`src/rtl/spi_flash_rd_seq.sv`:
```
// spi_flash_rd_seq: drives a SPI-flash READ (0x03) through the SPI peripheral register port
module spi_flash_rd_seq #(
    parameter logic [7:0] SPI_CTRL_ADDR = 8'h00,
    parameter logic [7:0] SPI_DATA_ADDR = 8'h04,
    parameter logic [7:0] SPI_STAT_ADDR = 8'h08
) (
    input  logic        clk,
    input  logic        rst_n,
    input  logic        start_i,
    input  logic [23:0] addr_i,
    input  logic [7:0]  len_i,
    input  logic [7:0]  clk_div_i,
    output logic        busy_o,
    output logic [7:0]  rdata_o,
    output logic        rvalid_o,
    output logic        done_o,
    output logic [7:0]  spi_waddr_o,
    output logic [31:0] spi_wdata_o,
    output logic [3:0]  spi_sel_o,
    output logic        spi_we_o,
    output logic [7:0]  spi_raddr_o,
    output logic        spi_rd_o,
    input  logic [31:0] spi_rdata_i
);

    typedef enum logic [3:0] {
        S_IDLE, S_CS_ON, S_LOAD, S_KICK, S_WB_RD, S_WB_CHK,
        S_WI_RD, S_WI_CHK, S_DR, S_DCHK, S_CS_OFF, S_FIN
    } state_t;

    state_t      r_state;
    logic [23:0] r_addr;
    logic [7:0]  r_len;
    logic [7:0]  r_div;
    logic [8:0]  r_idx;
    logic [8:0]  w_last;
    logic [23:0] w_unused_rdata;

    assign w_last = (r_len == 8'd0) ? 9'd259 : {1'b0, r_len} + 9'd3;
    assign w_unused_rdata = spi_rdata_i[31:8];

    function automatic logic [7:0] f_byte(input logic [8:0] i, input logic [23:0] a);
        return (i == 9'd0) ? 8'h03 :
               (i == 9'd1) ? a[23:16] :
               (i == 9'd2) ? a[15:8] :
               (i == 9'd3) ? a[7:0] : 8'h00;
    endfunction

    // Sequencer FSM: outputs are registered for the state being entered, so each state owns one access
    always_ff @(posedge clk or negedge rst_n) begin
        if (!rst_n) begin
            r_state     <= S_IDLE;
            r_addr      <= '0;
            r_len       <= '0;
            r_div       <= '0;
            r_idx       <= '0;
            busy_o      <= 1'b0;
            rdata_o     <= '0;
            rvalid_o    <= 1'b0;
            done_o      <= 1'b0;
            spi_waddr_o <= '0;
            spi_wdata_o <= '0;
            spi_sel_o   <= '0;
            spi_we_o    <= 1'b0;
            spi_raddr_o <= '0;
            spi_rd_o    <= 1'b0;
        end else begin
            spi_we_o    <= 1'b0;
            spi_rd_o    <= 1'b0;
            spi_waddr_o <= '0;
            spi_wdata_o <= '0;
            spi_sel_o   <= '0;
            spi_raddr_o <= '0;
            rvalid_o    <= 1'b0;
            done_o      <= 1'b0;
            case (r_state)
                S_IDLE: if (start_i) begin
                    r_addr      <= addr_i;
                    r_len       <= len_i;
                    r_div       <= clk_div_i;
                    r_idx       <= '0;
                    busy_o      <= 1'b1;
                    spi_we_o    <= 1'b1;
                    spi_waddr_o <= SPI_CTRL_ADDR;
                    spi_wdata_o <= {16'h0, clk_div_i, 8'h08};
                    spi_sel_o   <= 4'b0011;
                    r_state     <= S_CS_ON;
                end
                S_CS_ON: begin
                    spi_we_o    <= 1'b1;
                    spi_waddr_o <= SPI_DATA_ADDR;
                    spi_wdata_o <= {24'h0, f_byte(r_idx, r_addr)};
                    spi_sel_o   <= 4'b0001;
                    r_state     <= S_LOAD;
                end
                S_LOAD: begin
                    spi_we_o    <= 1'b1;
                    spi_waddr_o <= SPI_CTRL_ADDR;
                    spi_wdata_o <= {16'h0, r_div, 8'h09};
                    spi_sel_o   <= 4'b0011;
                    r_state     <= S_KICK;
                end
                S_KICK: begin
                    spi_rd_o    <= 1'b1;
                    spi_raddr_o <= SPI_STAT_ADDR;
                    r_state     <= S_WB_RD;
                end
                S_WB_RD:  r_state <= S_WB_CHK;
                S_WB_CHK: begin
                    spi_rd_o    <= 1'b1;
                    spi_raddr_o <= SPI_STAT_ADDR;
                    r_state     <= spi_rdata_i[0] ? S_WI_RD : S_WB_RD;
                end
                S_WI_RD:  r_state <= S_WI_CHK;
                S_WI_CHK: begin
                    spi_rd_o    <= 1'b1;
                    spi_raddr_o <= spi_rdata_i[0] ? SPI_STAT_ADDR : SPI_DATA_ADDR;
                    r_state     <= spi_rdata_i[0] ? S_WI_RD : S_DR;
                end
                S_DR:     r_state <= S_DCHK;
                S_DCHK: begin
                    if (r_idx >= 9'd4) begin
                        rdata_o  <= spi_rdata_i[7:0];
                        rvalid_o <= 1'b1;
                    end
                    r_idx       <= r_idx + 9'd1;
                    spi_we_o    <= 1'b1;
                    spi_waddr_o <= (r_idx == w_last) ? SPI_CTRL_ADDR : SPI_DATA_ADDR;
                    spi_wdata_o <= (r_idx == w_last) ? 32'h0 : {24'h0, f_byte(r_idx + 9'd1, r_addr)};
                    spi_sel_o   <= (r_idx == w_last) ? 4'b0011 : 4'b0001;
                    r_state     <= (r_idx == w_last) ? S_CS_OFF : S_LOAD;
                end
                S_CS_OFF: begin
                    done_o  <= 1'b1;
                    busy_o  <= 1'b0;
                    r_state <= S_FIN;
                end
                S_FIN:    r_state <= S_IDLE;
                default:  r_state <= S_IDLE;
            endcase
        end
    end

endmodule

```
`config.mk`:
```
export PLATFORM = sky130hd
export DESIGN_NAME = spi_flash_rd_seq
export DESIGN_NICKNAME = d
export VERILOG_FILES = /design/src/rtl/spi_flash_rd_seq.sv
export SDC_FILE = /design/constraint.sdc
export NUM_CORES = 1
export LEC_CHECK = 0
export BUFFER_PORTS_ARGS = -buffer_cell sky130_fd_sc_hd__buf_2
export CORE_MARGIN = 2
export CORE_UTILIZATION = 35
export CTS_BUF_LIST = sky130_fd_sc_hd__clkbuf_4 sky130_fd_sc_hd__clkbuf_8
export DETAILED_ROUTE_END_ITERATION = 8
export PLACE_DENSITY = 0.7
export SYNTH_ARGS = -nofsm -noshare
export SYNTH_HDL_FRONTEND = slang
export SYNTH_SLANG_ARGS = --single-unit
```
`constraint.sdc`:
```
create_clock -name clk -period 3.1 [get_ports clk]
set_clock_uncertainty 0.1 [all_clocks]
set_input_delay 0.62 -clock clk [delete_from_list [all_inputs] [get_ports clk]]
set_output_delay 0.62 -clock clk [all_outputs]
set_load 0.01 [all_outputs]
```
==> results.txt, run 1 <==
The die covers 13680 um^2. The main flop type after synthesis is sky130_fd_sc_hd__dfrtp_1. The total overflow left after global routing is 0.

The remaining antenna violation count after routing came out at 0. The internal power contribution came out at 2.888 mW. Once the clock tree was built, the resizer swapped 0 gates to a different size.

Setup repair after global routing left no endpoint under its margin. In the final layout, the share of cells above drive strength 1 is 33.89%. The synthesized area per cell is 11.03 um^2.

Max-cap violations in this run came to 0. The number of library cell types mapped by synthesis came out at 59. The layout filler cell count came out at 1225. The floorplan die height came out at 117.0 um. Net switching is 39.42% of the power. The floorplan row count is 41. The largest vdd supply drop came out at 0.4007 mV. The kind of capture point of the worst setup path is a flip-flop. The final hold slack came out at 0.1189 ns. Setup slack on the worst reg-to-reg path comes out at 0.46 ns. The number of vias per cell after detailed routing came out at 5.040.

The port buffer count came out at 84. For this design, the CTS-stage hold fixing added 0 buffers. Cells fill 40.30% of the core in the end.

The worst-margin pin slew came out at 0.6859 ns. Summing the areas of all xor and xnor instances in the mapped netlist gives 1.373% of the synthesized area. The first global-routing pass estimated 14.94 mm of wire. The initial cell density of the core came out at 35.68%.

The count of final hold-check violations came out at 0. The number of levels the H-tree was split into came out at 3. The synthesized netlist devotes 15.77% of its cell area to compound gates. The final design area excluding fillers came out at 5045 um^2. The CTS root buffer is sky130_fd_sc_hd__clkbuf_8. Entering global routing, the biggest net connects 50 pins. The flow ran to the end, and the final reports show no timing, DRC or antenna violations.

The first-iteration detailed-routing DRC count came out at 208. Power comes to 4.768 mW. In the final design database the tool counted 556 nets.

Summing all flip-flop and latch instances after layout gives 2177 um^2. The area after detailed placement came out at 4856 um^2. The final cell count without fillers came out at 653. The worst setup path is of the flip-flop to flip-flop kind.

The number of synthesis warnings came out at 0. The clock-pin transition on the worst setup and hold timing paths is 0.09 ns. The number of iterations in the first detailed-routing pass is 4. The overall track demand over capacity in global routing is 14.24%. The diode insertion count for antenna repair is 0. STA classifies the critical path startpoint as a flip-flop. The post-placement cell count is 637. The clock network accounts for 15.8% of the total power.

TritonCTS built the clock tree. By area, the combinational part of the netlist is dominated by compound AO/OA/AOI/OAI gates. The critical path data arrival time is 2.76 ns.

The post-synthesis sequential area ratio came out at 48.75%. After Yosys synthesis, full adders, half adders and majority gates account for 1.401% of the synthesized area. The mapped netlist covers 4466 um^2. The total negative slack for setup checks is 0 ns.

The number of antenna violations at the first check in global routing came out at 0. Measured against the total synthesized area, the mux share comes to 11.82%. The worst hold path belongs to the class input port to async pin.

The core box area is 12520 um^2. The post-layout minimum cycle time came out at 2.639 ns. The number of setup buffers added after CTS came out at 0.

The congestion estimate from routability-driven global placement came to 0.7911. The final routed wire length divided by cell count is 14.34 um. For this design the total switching power over the nets is 1.879 mW. The proportion of power drawn by combinational gates came out at 39.2%. The half-perimeter wire length after detailed placement came out at 6.625 mm.

The clock latency on the worst-skew pair is 0.37 ns. The number of sinks driven by the clock tree came out at 87. The horizontal extent of the die came out at 117.0 um. The final max-slew violation count came out at 0. The required time of the critical path came out at 3.22 ns. The worst setup slack after layout came out at 0.4610 ns. In this run the worst path has a maximum fanout of 11. The final clock period utilization by the worst path is 85.13%. The total routed wirelength came out at 9.365 mm. The static leakage is 2.345 nW. The proportion of synthesized flip-flops having asynchronous set or reset is 100.0%. The area growth from synthesis to final layout is 12.97%.

Across all layers, the routed design uses 3291 vias. The total of endpoints with negative setup slack in the final report came out at 0. The synthesized netlist devotes 10.03% of its cell area to simple gates. Sequential cells burn 45.0% of the power. The area occupied by multi-input gates is 1922 um^2.

The power per cell area is 945.1 nW/um^2. The number of enable flip-flop cells after synthesis is 0. The total I/O pin count is 140. The residual DRC count is 0.

In this run the tightest slew margin relative to its limit is 53.97%. The number of global-route vias before repair is 3038. In this run the deepest clock path goes through 2 buffers. TritonCTS created 9 clock buffers.

The post-synthesis instance total is 405. The register bit total from synthesis is 87. The highest attainable clock frequency came out at 0.3789 GHz. The setup slack at placement came out at 0.4851 ns.
## power by group through the flow
stage          Clock [mW]  Sequential, mW  Combinational, mW
6_report            0.751            2.15               1.87
5_1_grt             0.836            2.23               2.10
4_1_cts             0.791            2.14               1.89
3_5_place_dp            0            2.16               1.88
3_3_place_gp            0            2.12               1.80
2_1_floorplan           0            1.97               1.64
## synth_stat cells (6+ instances only)
master / number / share of area, %
sky130_fd_sc_hd__a21oi_1: 7 / 0.78
sky130_fd_sc_hd__a221oi_1: 6 / 1.2
sky130_fd_sc_hd__a22o_1: 8 / 1.6
sky130_fd_sc_hd__a22oi_1: 10 / 1.7
sky130_fd_sc_hd__buf_4: 37 / 6.2
sky130_fd_sc_hd__buf_6: 8 / 2.0
sky130_fd_sc_hd__clkbuf_1: 8 / 0.67
sky130_fd_sc_hd__dfrtp_1: 87 / 49
sky130_fd_sc_hd__inv_1: 11 / 0.92
sky130_fd_sc_hd__mux2_2: 46 / 12
sky130_fd_sc_hd__nand2_1: 26 / 2.2
sky130_fd_sc_hd__nand3_1: 6 / 0.67
sky130_fd_sc_hd__nor2_1: 20 / 1.7
sky130_fd_sc_hd__o21ai_0: 31 / 3.5
sky130_fd_sc_hd__o32ai_1: 6 / 1.2
## area by class of cell
class / instances / share of cell area [%]
clock buffer: 12 / 3.150
inverter: 11 / 0.8185
clock inverter: 4 / 0.5952
timing repair buffer: 91 / 9.921
sequential: 87 / 43.15
multi-input combinational: 276 / 38.10
tap: 172 / 4.266
## registers in the layout (all words and copies together) (netlist names)
name,cells
spi_sel_o,2
r_idx,9
done_o,1
spi_we_o,1
r_addr,24
rdata_o,8
rvalid_o,1
spi_waddr_o,1
spi_raddr_o,2
r_state,4
spi_rd_o,1
spi_wdata_o,16
busy_o,1
r_div,8
r_len,8
## metal layers
layer / track usage (%) / part of all wire, % / wire length, um
met4: 4.941 / 1.3 / 121
met2: 23.89 / 51 / 4818
met1: 17.54 / 41 / 3885
met3: 4.274 / 5.8 / 539
met5: 0 / 0 / 0
## critical path: stages, from the launching register on
cell and delay, ns:
sky130_fd_sc_hd__dfrtp_1 0.40, sky130_fd_sc_hd__inv_1 0.07, sky130_fd_sc_hd__ha_1 0.25, sky130_fd_sc_hd__and4b_1 0.34
sky130_fd_sc_hd__a21oi_1 0.11, sky130_fd_sc_hd__nand2b_1 0.15, sky130_fd_sc_hd__o311ai_0 0.28, sky130_fd_sc_hd__o311a_1 0.57
sky130_fd_sc_hd__o32ai_1 0.22
## placed cells by master, fill, tap and decap left out, drive strengths merged, types with 2 or more instances in the layout
master / count
nor2: 22
xnor2: 5
nor3b: 2
ha: 5
a22o: 8
or3: 2
a31oi: 3
and3: 3
o211ai: 2
a211oi: 6
mux2: 46
o31ai: 3
nand2b: 2
nand4: 4
and4b: 3
a22oi: 10
conb: 31
a221oi: 6
o32ai: 6
nor3: 5
nand2: 27
dfrtp: 87
nand3: 6
o41ai: 2
buf: 91
and4: 2
a211o: 3
clkinv: 3
nor4: 4
inv: 11
nor2b: 2
a21oi: 7
o21ai: 33
clkbuf: 12
xor2: 2
## cell families after synthesis
| kind of cell | Yosys count |
|---|---|
| other | 1 |
| muxes | 47 |
| and+or+nand+nor | 86 |
| xor gates and xnor gates | 7 |
| adders and majority gates | 5 |
| AOI/OAI and AO/OA | 100 |
| DFF | 87 |
| buffers and inverters | 72 |
## final timing paths
path                                             endpoint            startpoint  depth (start not counted)
worst max-delay path             spi_wdata_o[1]$_DFF_PN0_  r_len[0]$_DFFE_PN0P_                          8
worst min-delay path               rdata_o[1]$_DFFE_PN0P_                 rst_n                          1
worst max register to register   spi_wdata_o[1]$_DFF_PN0_  r_len[0]$_DFFE_PN0P_                          8
worst min register to register  spi_wdata_o[10]$_DFF_PN0_  r_div[2]$_DFFE_PN0P_                          1
max in group asynchronous          r_addr[23]$_DFFE_PN0P_                 rst_n                          2
min in group clk                     r_len[1]$_DFFE_PN0P_              len_i[1]                          3
Power figures use the tool's default switching activity.
==> inputs of run 2 (changes only) <==
--- a/config.mk
+++ b/config.mk
@@ -5,12 +5,16 @@
 export SDC_FILE = /design/constraint.sdc
 export NUM_CORES = 1
 export LEC_CHECK = 0
+export ABC_AREA = 0
 export BUFFER_PORTS_ARGS = -buffer_cell sky130_fd_sc_hd__buf_2
+export CELL_PAD_IN_SITES_DETAIL_PLACEMENT = 1
+export CELL_PAD_IN_SITES_GLOBAL_PLACEMENT = 2
 export CORE_MARGIN = 2
 export CORE_UTILIZATION = 35
 export CTS_BUF_LIST = sky130_fd_sc_hd__clkbuf_4 sky130_fd_sc_hd__clkbuf_8
 export DETAILED_ROUTE_END_ITERATION = 8
-export PLACE_DENSITY = 0.7
+export PLACE_DENSITY = 0.95
+export SETUP_SLACK_MARGIN = 0.2
 export SYNTH_ARGS = -nofsm -noshare
 export SYNTH_HDL_FRONTEND = slang
 export SYNTH_SLANG_ARGS = --single-unit
==> run 2 against run 1 <==
Net effect: global-route usage up 2.3 points; setup slack improved by 0.029 ns; worst hold slack better by 0.019 ns; die area is the same; non-clock buffer count shrank 2; clock power is 2% lower; largest cell class unchanged; largest power group unchanged.
==> results.txt, run 2 (same netlist as run 1, synthesis figures left out) <==
The share of total power consumed by net switching is 40.83% (was 39.42%). The number of antenna violations at the first check in global routing is 0 (unchanged). The CTS root buffer was sky130_fd_sc_hd__clkbuf_8 (unchanged). The floorplan die height is 117.0 um (unchanged). The clock latency on the worst-skew pair came out at 0.38 ns (was 0.37 ns). The CTS tree is done (unchanged). The element type at the critical path start is a flip-flop (unchanged). The number of global-route vias before repair is 3389 (was 3038).

The most common library cell in the layout ignoring fill and taps is sky130_fd_sc_hd__dfrtp_1 (unchanged). The core box area was 12520 um^2 (unchanged). The static leakage is 2.325 nW (was 2.345 nW).

The diode insertion count for antenna repair came out at 0 (unchanged). The reg2reg setup slack is 0.49 ns (was 0.46 ns). The final clock period utilization by the worst path is 84.20% (was 85.13%). Commonest non-fill, non-tap cells in the layout: 87 x sky130_fd_sc_hd__dfrtp_1, 83 x sky130_fd_sc_hd__buf_2, 46 x sky130_fd_sc_hd__mux2_2 (unchanged). The share of cells above drive strength 1 is 34.03% (was 33.89%).

The number of flip-flops in the largest register is 24 (unchanged). The floorplan row count came to 41 (unchanged). The launch point of the worst reg-to-reg path was r_state[2]$_DFFE_PN0P_ (was r_len[0]$_DFFE_PN0P_). The total I/O pin count is 140 (unchanged). The number of vias per cell after detailed routing came to 5.108 (was 5.040). The horizontal extent of the die is 117.0 um (unchanged). The kind of path behind the tightest hold check is input port to async pin (unchanged). The required time of the critical path came out at 3.25 ns (was 3.22 ns). Largest registers in the final layout: r_addr (24), spi_wdata_o (16), r_idx (9) (unchanged). The last weighted congestion value of the routability-driven placer came to 0.7907 (was 0.7911). The final max-slew violation count is 0 (unchanged). The critical path data arrival time came out at 2.76 ns (about the same).

The half-perimeter wire length after detailed placement came out at 7.877 mm (was 6.625 mm). The register share of total power came out at 45.1% (was 45.0%). The total of endpoints with negative setup slack in the final report came out at 0 (unchanged). The leftover overflow at the end of global routing is 0 (unchanged). The proportion of power drawn by combinational gates is 39.6% (was 39.2%). The highest attainable clock frequency came out at 0.3831 GHz (was 0.3789 GHz). The deepest clock path buffer count is 2 (unchanged).

The headroom to the max-slew limit came to 41.05% (was 53.97%). Run status: finished clean (unchanged). The number of iterations in the first detailed-routing pass is 4 (unchanged). The kind of capture point of the worst setup path was a flip-flop (unchanged). The number of sinks driven by the clock tree is 87 (unchanged). The area growth from synthesis to final layout was 12.16% (was 12.97%). The wire length of the first global-routing pass came to 17.34 mm (was 14.94 mm).

The clock-pin transition on the worst setup and hold timing paths was 0.09 ns (about the same). The power per cell area came to 959.3 nW/um^2 (was 945.1 nW/um^2). The remaining antenna violation count after routing is 0 (unchanged).

The total negative slack for setup checks came out at 0 ns (unchanged). The initial cell density of the core is 35.68% (unchanged). The via count is 3325 (was 3291). The final routed wire length divided by cell count is 16.67 um (was 14.34 um). The highest fanout seen on the critical path came out at 28 (was 11). The port buffer count is 84 (unchanged). The worst-margin pin slew was 0.8794 ns (was 0.6859 ns). The overall track demand over capacity in global routing came out at 16.56% (was 14.24%). The first-iteration detailed-routing DRC count was 166 (was 208). The die outline area came out at 13680 um^2 (unchanged). The number of levels the H-tree was split into is 3 (unchanged). The total routed wirelength came out at 10.85 mm (was 9.365 mm).

Unrepaired setup endpoints after global routing: no (unchanged). The residual DRC count came to 0 (unchanged). The final hold slack is 0.1384 ns (was 0.1189 ns). The net switching power figure came out at 1.962 mW (was 1.879 mW). The internal power contribution was 2.843 mW (was 2.888 mW).

The worst setup path category is flip-flop to flip-flop (unchanged). The largest vdd supply drop came out at 0.4106 mV (was 0.4007 mV). The clock network power share came to 15.3% (was 15.8%). The count of final hold-check violations came to 0 (unchanged). The critical register-to-register path endpoint is r_idx[5]$_DFFE_PN0P_ (was spi_wdata_o[1]$_DFF_PN0_). The register with the most flip-flops is r_addr (unchanged).

The maximum number of pins on one net before global-route repair came out at 47 (was 50). The number of nets in the finished design is 554 (was 556). The total CTS buffers is 9 (unchanged). The max-capacitance violation count is 0 (unchanged). The depth of the worst register-to-register path is 5 (was 8). The post-layout minimum cycle time is 2.610 ns (was 2.639 ns).
## run 2: cell types whose count changed in the layout (fill, tap and decap cells not counted)
cell / change
sky130_fd_sc_hd__buf_12: -1
sky130_fd_sc_hd__buf_4: -1
sky130_fd_sc_hd__clkbuf_4: -1
sky130_fd_sc_hd__clkbuf_8: -1
sky130_fd_sc_hd__clkinv_2: +3
sky130_fd_sc_hd__clkinv_4: -1
sky130_fd_sc_hd__nor3_1: -1
sky130_fd_sc_hd__nor3_2: +1
sky130_fd_sc_hd__o311a_1: -1
sky130_fd_sc_hd__o311a_2: +1
## run 2: power by group through the flow
stage / sequential [mW] / combinational [mW] / clock [mW]
6_report: 2.16 / 1.90 / 0.737
5_1_grt: 2.25 / 2.12 / 0.796
2_1_floorplan: 1.97 / 1.64 / 0
3_5_place_dp: 2.18 / 1.93 / 0
3_3_place_gp: 2.14 / 1.82 / 0
4_1_cts: 2.17 / 1.93 / 0.758
## run 2: routing by layer
layer | track usage [%] | vias to the layer above | wire (um)
met5 | 0 | - | 0
met4 | 6.039 | 0 | 156
met3 | 4.531 | 9 | 576
met2 | 28.48 | 76 | 5581
met1 | 19.97 | 1702 | 4540
li1 | - | 1538 | -
## run 2: worst max path at each step
stage	start	endpoint	slack, ns
final	r_state[2]$_DFFE_PN0P_	r_idx[5]$_DFFE_PN0P_	0.49
after detailed placement	r_len[0]$_DFFE_PN0P_	spi_wdata_o[5]$_DFF_PN0_	0.38
after floorplan	r_len[0]$_DFFE_PN0P_	spi_sel_o[1]$_DFF_PN0_	0.97
after global routing	r_state[2]$_DFFE_PN0P_	r_idx[5]$_DFFE_PN0P_	0.24
after CTS	r_len[0]$_DFFE_PN0P_	spi_wdata_o[5]$_DFF_PN0_	0.37
after global placement	r_len[0]$_DFFE_PN0P_	spi_wdata_o[4]$_DFF_PN0_	0.48
## run 2: stage by stage
| stage | instance area, um^2 | power [mW] | cells | util, % | worst slack, ns |
|---|---|---|---|---|---|
| global route | 5009 | 5.167 | 651 | 40.01 | 0.2375 |
| finish | 5009 | 4.805 | 651 | 40.01 | 0.4899 |
| floorplan | 4578 | 3.607 | 435 | - | 0.9736 |
| detailed placement | 4833 | 4.109 | 635 | 38.61 | 0.3841 |
| global placement | 4833 | 3.962 | 635 | 38.61 | 0.4791 |
| CTS | 5007 | 4.854 | 651 | 40.00 | 0.3690 |
## run 2: timing repair
action	in CTS	in global routing
setup buffers	0	0
hold buffers	0	0
gates resized for setup	0	1
endpoints found under the setup margin	0	1
## run 2: final cells by class
cell class | count | area, um^2
fillers | 1450 | 7508
clock buffers | 10 | 137.6
repair buffers | 89 | 473.0
flip-flops and latches | 87 | 2177
inverters | 11 | 41.29
well taps | 172 | 215.2
clock inverters | 6 | 36.28
multi-input cells | 276 | 1928
## run 2: critical path: stages (launching register included)
cell and delay, ns:
sky130_fd_sc_hd__dfrtp_1 0.52, sky130_fd_sc_hd__nor3_1 0.43, sky130_fd_sc_hd__and3_2 0.74, sky130_fd_sc_hd__nor2_1 0.32
sky130_fd_sc_hd__o21ai_0 0.26, sky130_fd_sc_hd__o21ai_0 0.12
==> inputs of run 3 (changes only) <==
--- a/config.mk
+++ b/config.mk
@@ -10,10 +10,10 @@
 export CELL_PAD_IN_SITES_DETAIL_PLACEMENT = 1
 export CELL_PAD_IN_SITES_GLOBAL_PLACEMENT = 2
 export CORE_MARGIN = 2
-export CORE_UTILIZATION = 35
+export CORE_UTILIZATION = 30
 export CTS_BUF_LIST = sky130_fd_sc_hd__clkbuf_4 sky130_fd_sc_hd__clkbuf_8
 export DETAILED_ROUTE_END_ITERATION = 8
-export PLACE_DENSITY = 0.95
+export PLACE_DENSITY = 0.91
 export SETUP_SLACK_MARGIN = 0.2
 export SYNTH_ARGS = -nofsm -noshare
 export SYNTH_HDL_FRONTEND = slang
==> constraint.sdc (replaced) <==
create_clock -name clk -period 2.2 [get_ports clk]
set_clock_uncertainty 0.1 [all_clocks]
set_input_delay 0.44 -clock clk [delete_from_list [all_inputs] [get_ports clk]]
set_output_delay 0.44 -clock clk [all_outputs]
set_load 0.01 [all_outputs]
==> run 3 against run 2 <==
Net effect: the run now ends with negative setup slack left; via count rose by 4.5%; core utilization fell by 1.8 points; final area rose by 11%; non-clock buffer count rose by 33; critical path depth rose by 4; final cell count rose by 7.1%; sequential power rose by 33%; register-to-register slack got worse by 0.54 ns; largest power group is now combinational logic.
==> results.txt, run 3 (same netlist as run 1, synthesis figures left out) <==
Run status: finished, violations left (was finished clean). The checks that failed: negative setup slack. The port buffer count was 84 (unchanged).

The total negative slack for setup checks is -0.1940 ns (was 0 ns). The number of nets in the finished design is 587 (was 554). The CTS tree is done (unchanged).

The storage element area came out at 2181 um^2 (was 2177 um^2). The number of levels the H-tree was split into was 3 (unchanged). Unrepaired setup endpoints after global routing: yes (was no). The leftover overflow at the end of global routing is 0 (unchanged). The total routed wirelength came out at 12.12 mm (was 10.85 mm).

The element type at the critical path start is a flip-flop (unchanged). The total I/O pin count came out at 140 (unchanged). The first-iteration detailed-routing DRC count is 151 (was 166). The final design area excluding fillers came out at 5557 um^2 (was 5009 um^2). The number of flip-flops in the largest register was 24 (unchanged). The wire length of the first global-routing pass came to 19.70 mm (was 17.34 mm). The deepest clock path buffer count was 2 (unchanged). The horizontal extent of the die is 126.0 um (was 117.0 um). The residual DRC count came out at 0 (unchanged). The floorplan row count came out at 44 (was 41). The area after detailed placement is 5109 um^2 (was 4833 um^2). The static leakage came out at 2.564 nW (was 2.325 nW). The worst setup path category is flip-flop to flip-flop (unchanged). The required time of the critical path came out at 2.34 ns (was 3.25 ns).

The share of total power consumed by net switching was 38.81% (was 40.83%). The net switching power figure is 3.040 mW (was 1.962 mW). The count of final hold-check violations is 0 (unchanged). The final clock period utilization by the worst path came out at 102.4% (was 84.20%). The proportion of power drawn by combinational gates is 45.8% (was 39.6%).

The worst setup slack after layout came to -0.05264 ns (was 0.4899 ns). The depth of the worst register-to-register path was 9 (was 5). The remaining antenna violation count after routing came out at 0 (unchanged). The top layer used by detailed routing is met4 (unchanged). The wire length the detailed router placed on met1 is 4.769 mm (was 4.540 mm). The number of vias per cell after detailed routing came out at 4.983 (was 5.108). The routed length on met2 came out at 6.823 mm (was 5.581 mm). The kind of path behind the tightest hold check is input port to flip-flop (was input port to async pin). The number of antenna violations at the first check in global routing is 1 (was 0).

The clock latency on the worst-skew pair came to 0.36 ns (was 0.38 ns). The last weighted congestion value of the routability-driven placer came to 0.7990 (was 0.7907). The power per cell area came out at 1410 nW/um^2 (was 959.3 nW/um^2). The headroom to the max-slew limit came to 52.93% (was 41.05%). The area growth from synthesis to final layout is 24.43% (was 12.16%). The worst-margin pin slew came out at 0.7061 ns (was 0.8794 ns).

The final cell count without fillers is 697 (was 651). The half-perimeter wire length after detailed placement came out at 8.634 mm (was 7.877 mm). The post-layout minimum cycle time is 2.253 ns (was 2.610 ns). The number of global-route vias before repair was 3817 (was 3389).

The largest vdd supply drop came out at 0.4809 mV (was 0.4106 mV). The share of cells above drive strength 1 came out at 42.19% (was 34.03%). The critical path data arrival time is 2.40 ns (was 2.76 ns). The via count is 3473 (was 3325). The final hold slack came out at 0.2079 ns (was 0.1384 ns).

The clock network power share is 17.5% (was 15.3%). The layout filler cell count came out at 1649 (was 1450). The CTS root buffer is sky130_fd_sc_hd__clkbuf_8 (unchanged). The register with the most flip-flops is r_addr (unchanged).

The number of sinks driven by the clock tree was 87 (unchanged). The initial cell density of the core is 30.72% (was 35.68%). The number of iterations in the first detailed-routing pass is 4 (unchanged). The floorplan die height is 126.0 um (was 117.0 um). The wire length on met3 is 420 um (was 576 um). The core box area came out at 14530 um^2 (was 12520 um^2). The overall track demand over capacity in global routing came out at 15.44% (was 16.56%). The total CTS buffers was 9 (unchanged).

The post-placement cell count is 677 (was 635). The most common library cell in the layout ignoring fill and taps was sky130_fd_sc_hd__dfrtp_1 (unchanged). The area occupied by multi-input gates was 2072 um^2 (was 1928 um^2). The highest fanout seen on the critical path came to 6 (was 28). The internal power contribution came to 4.794 mW (was 2.843 mW). The final routed wire length divided by cell count is 17.38 um (was 16.67 um).

Commonest non-fill, non-tap cells in the layout: 84 x sky130_fd_sc_hd__dfrtp_1, 83 x sky130_fd_sc_hd__buf_2, 46 x sky130_fd_sc_hd__mux2_2 (was 87 x sky130_fd_sc_hd__dfrtp_1, 83 x sky130_fd_sc_hd__buf_2, 46 x sky130_fd_sc_hd__mux2_2). The final max-slew violation count was 0 (unchanged). The register share of total power came out at 36.7% (was 45.1%). The total of endpoints with negative setup slack in the final report came out at 7 (was 0). The worst hold path passes through 3 cells. The die outline area came to 15880 um^2 (was 13680 um^2).

The max-capacitance violation count is 0 (unchanged). The clock-pin transition on the worst setup and hold timing paths came out at 0.08 ns (was 0.09 ns). The kind of capture point of the worst setup path is a flip-flop (unchanged). The highest attainable clock frequency came to 0.4439 GHz (was 0.3831 GHz).

The maximum number of pins on one net before global-route repair is 44 (was 47). Largest registers in the final layout: r_addr (24), spi_wdata_o (16), r_idx (9) (unchanged).
## run 3: power groups by stage
| stage | Combinational [mW] | Clock [mW] | Sequential, mW |
|---|---|---|---|
| 2_1_floorplan | 2.32 | 0 | 2.78 |
| 3_3_place_gp | 3.09 | 0 | 2.83 |
| 3_5_place_dp | 3.25 | 0 | 2.89 |
| 4_1_cts | 3.48 | 1.40 | 2.86 |
| 5_1_grt | 3.90 | 1.49 | 2.97 |
| 6_report | 3.59 | 1.37 | 2.88 |
## run 3: final timing paths
check	start	to	slack (ns)
worst max-delay path	r_len[0]$_DFFE_PN0P_	r_state[3]$_DFFE_PN0P_	-0.05
worst max register to register	r_len[0]$_DFFE_PN0P_	r_state[3]$_DFFE_PN0P_	-0.05
max in group asynchronous	rst_n	r_addr[21]$_DFFE_PN0P_	0.80
worst min-delay path	len_i[1]	r_len[1]$_DFFE_PN0P_	0.21
min in group asynchronous	rst_n	r_len[5]$_DFFE_PN0P_	0.52
worst min register to register	r_div[6]$_DFFE_PN0P_	spi_wdata_o[14]$_DFF_PN0_	0.40
## run 3: layout make-up
cell class,instances,area share [%]
antenna,1,0.04503
clock buffer,11,2.612
clock inverter,5,1.869
inverter,11,0.7431
multi-input combinational,276,37.29
sequential,87,39.25
tap,184,4.143
timing repair buffer,122,14.05
## run 3: metrics by stage
stage                     setup WS, ns  utilization [%]  total power, mW
after CTS                     -0.05100            37.91            7.736
after global routing           -0.1462            38.21            8.363
after floorplan                 0.1132                -            5.096
after global placement         0.04499            35.15            5.921
final                         -0.05264            38.23            7.835
after detailed placement       -0.1235            35.15            6.139
## run 3: timing repair
action / CTS / global route
endpoints found under the hold margin: 41 / 0
cloned: 1 / 0
pin swaps: 12 / 4
hold buffers: 1 / 0
resized for setup: 20 / 11
setup endpoints to repair: 22 / 15
setup buffers: 1 / 0
## run 3: routing by layer
layer / vias up / global-route usage (%)
met1: 1780 / 17.95
met3: 8 / 2.931
met5: - / 0
li1: 1609 / -
met4: 0 / 3.878
met2: 76 / 29.06
## run 3: worst max-delay path, cell delays in order (launching register included)
cell and delay [ns]:
sky130_fd_sc_hd__dfrtp_1 0.40, sky130_fd_sc_hd__inv_2 0.09, sky130_fd_sc_hd__ha_4 0.13, sky130_fd_sc_hd__and4b_2 0.26
sky130_fd_sc_hd__and4b_1 0.21, sky130_fd_sc_hd__o2111ai_2 0.20, sky130_fd_sc_hd__o311ai_2 0.16, sky130_fd_sc_hd__o311a_4 0.19
sky130_fd_sc_hd__buf_12 0.16, sky130_fd_sc_hd__a211o_1 0.25
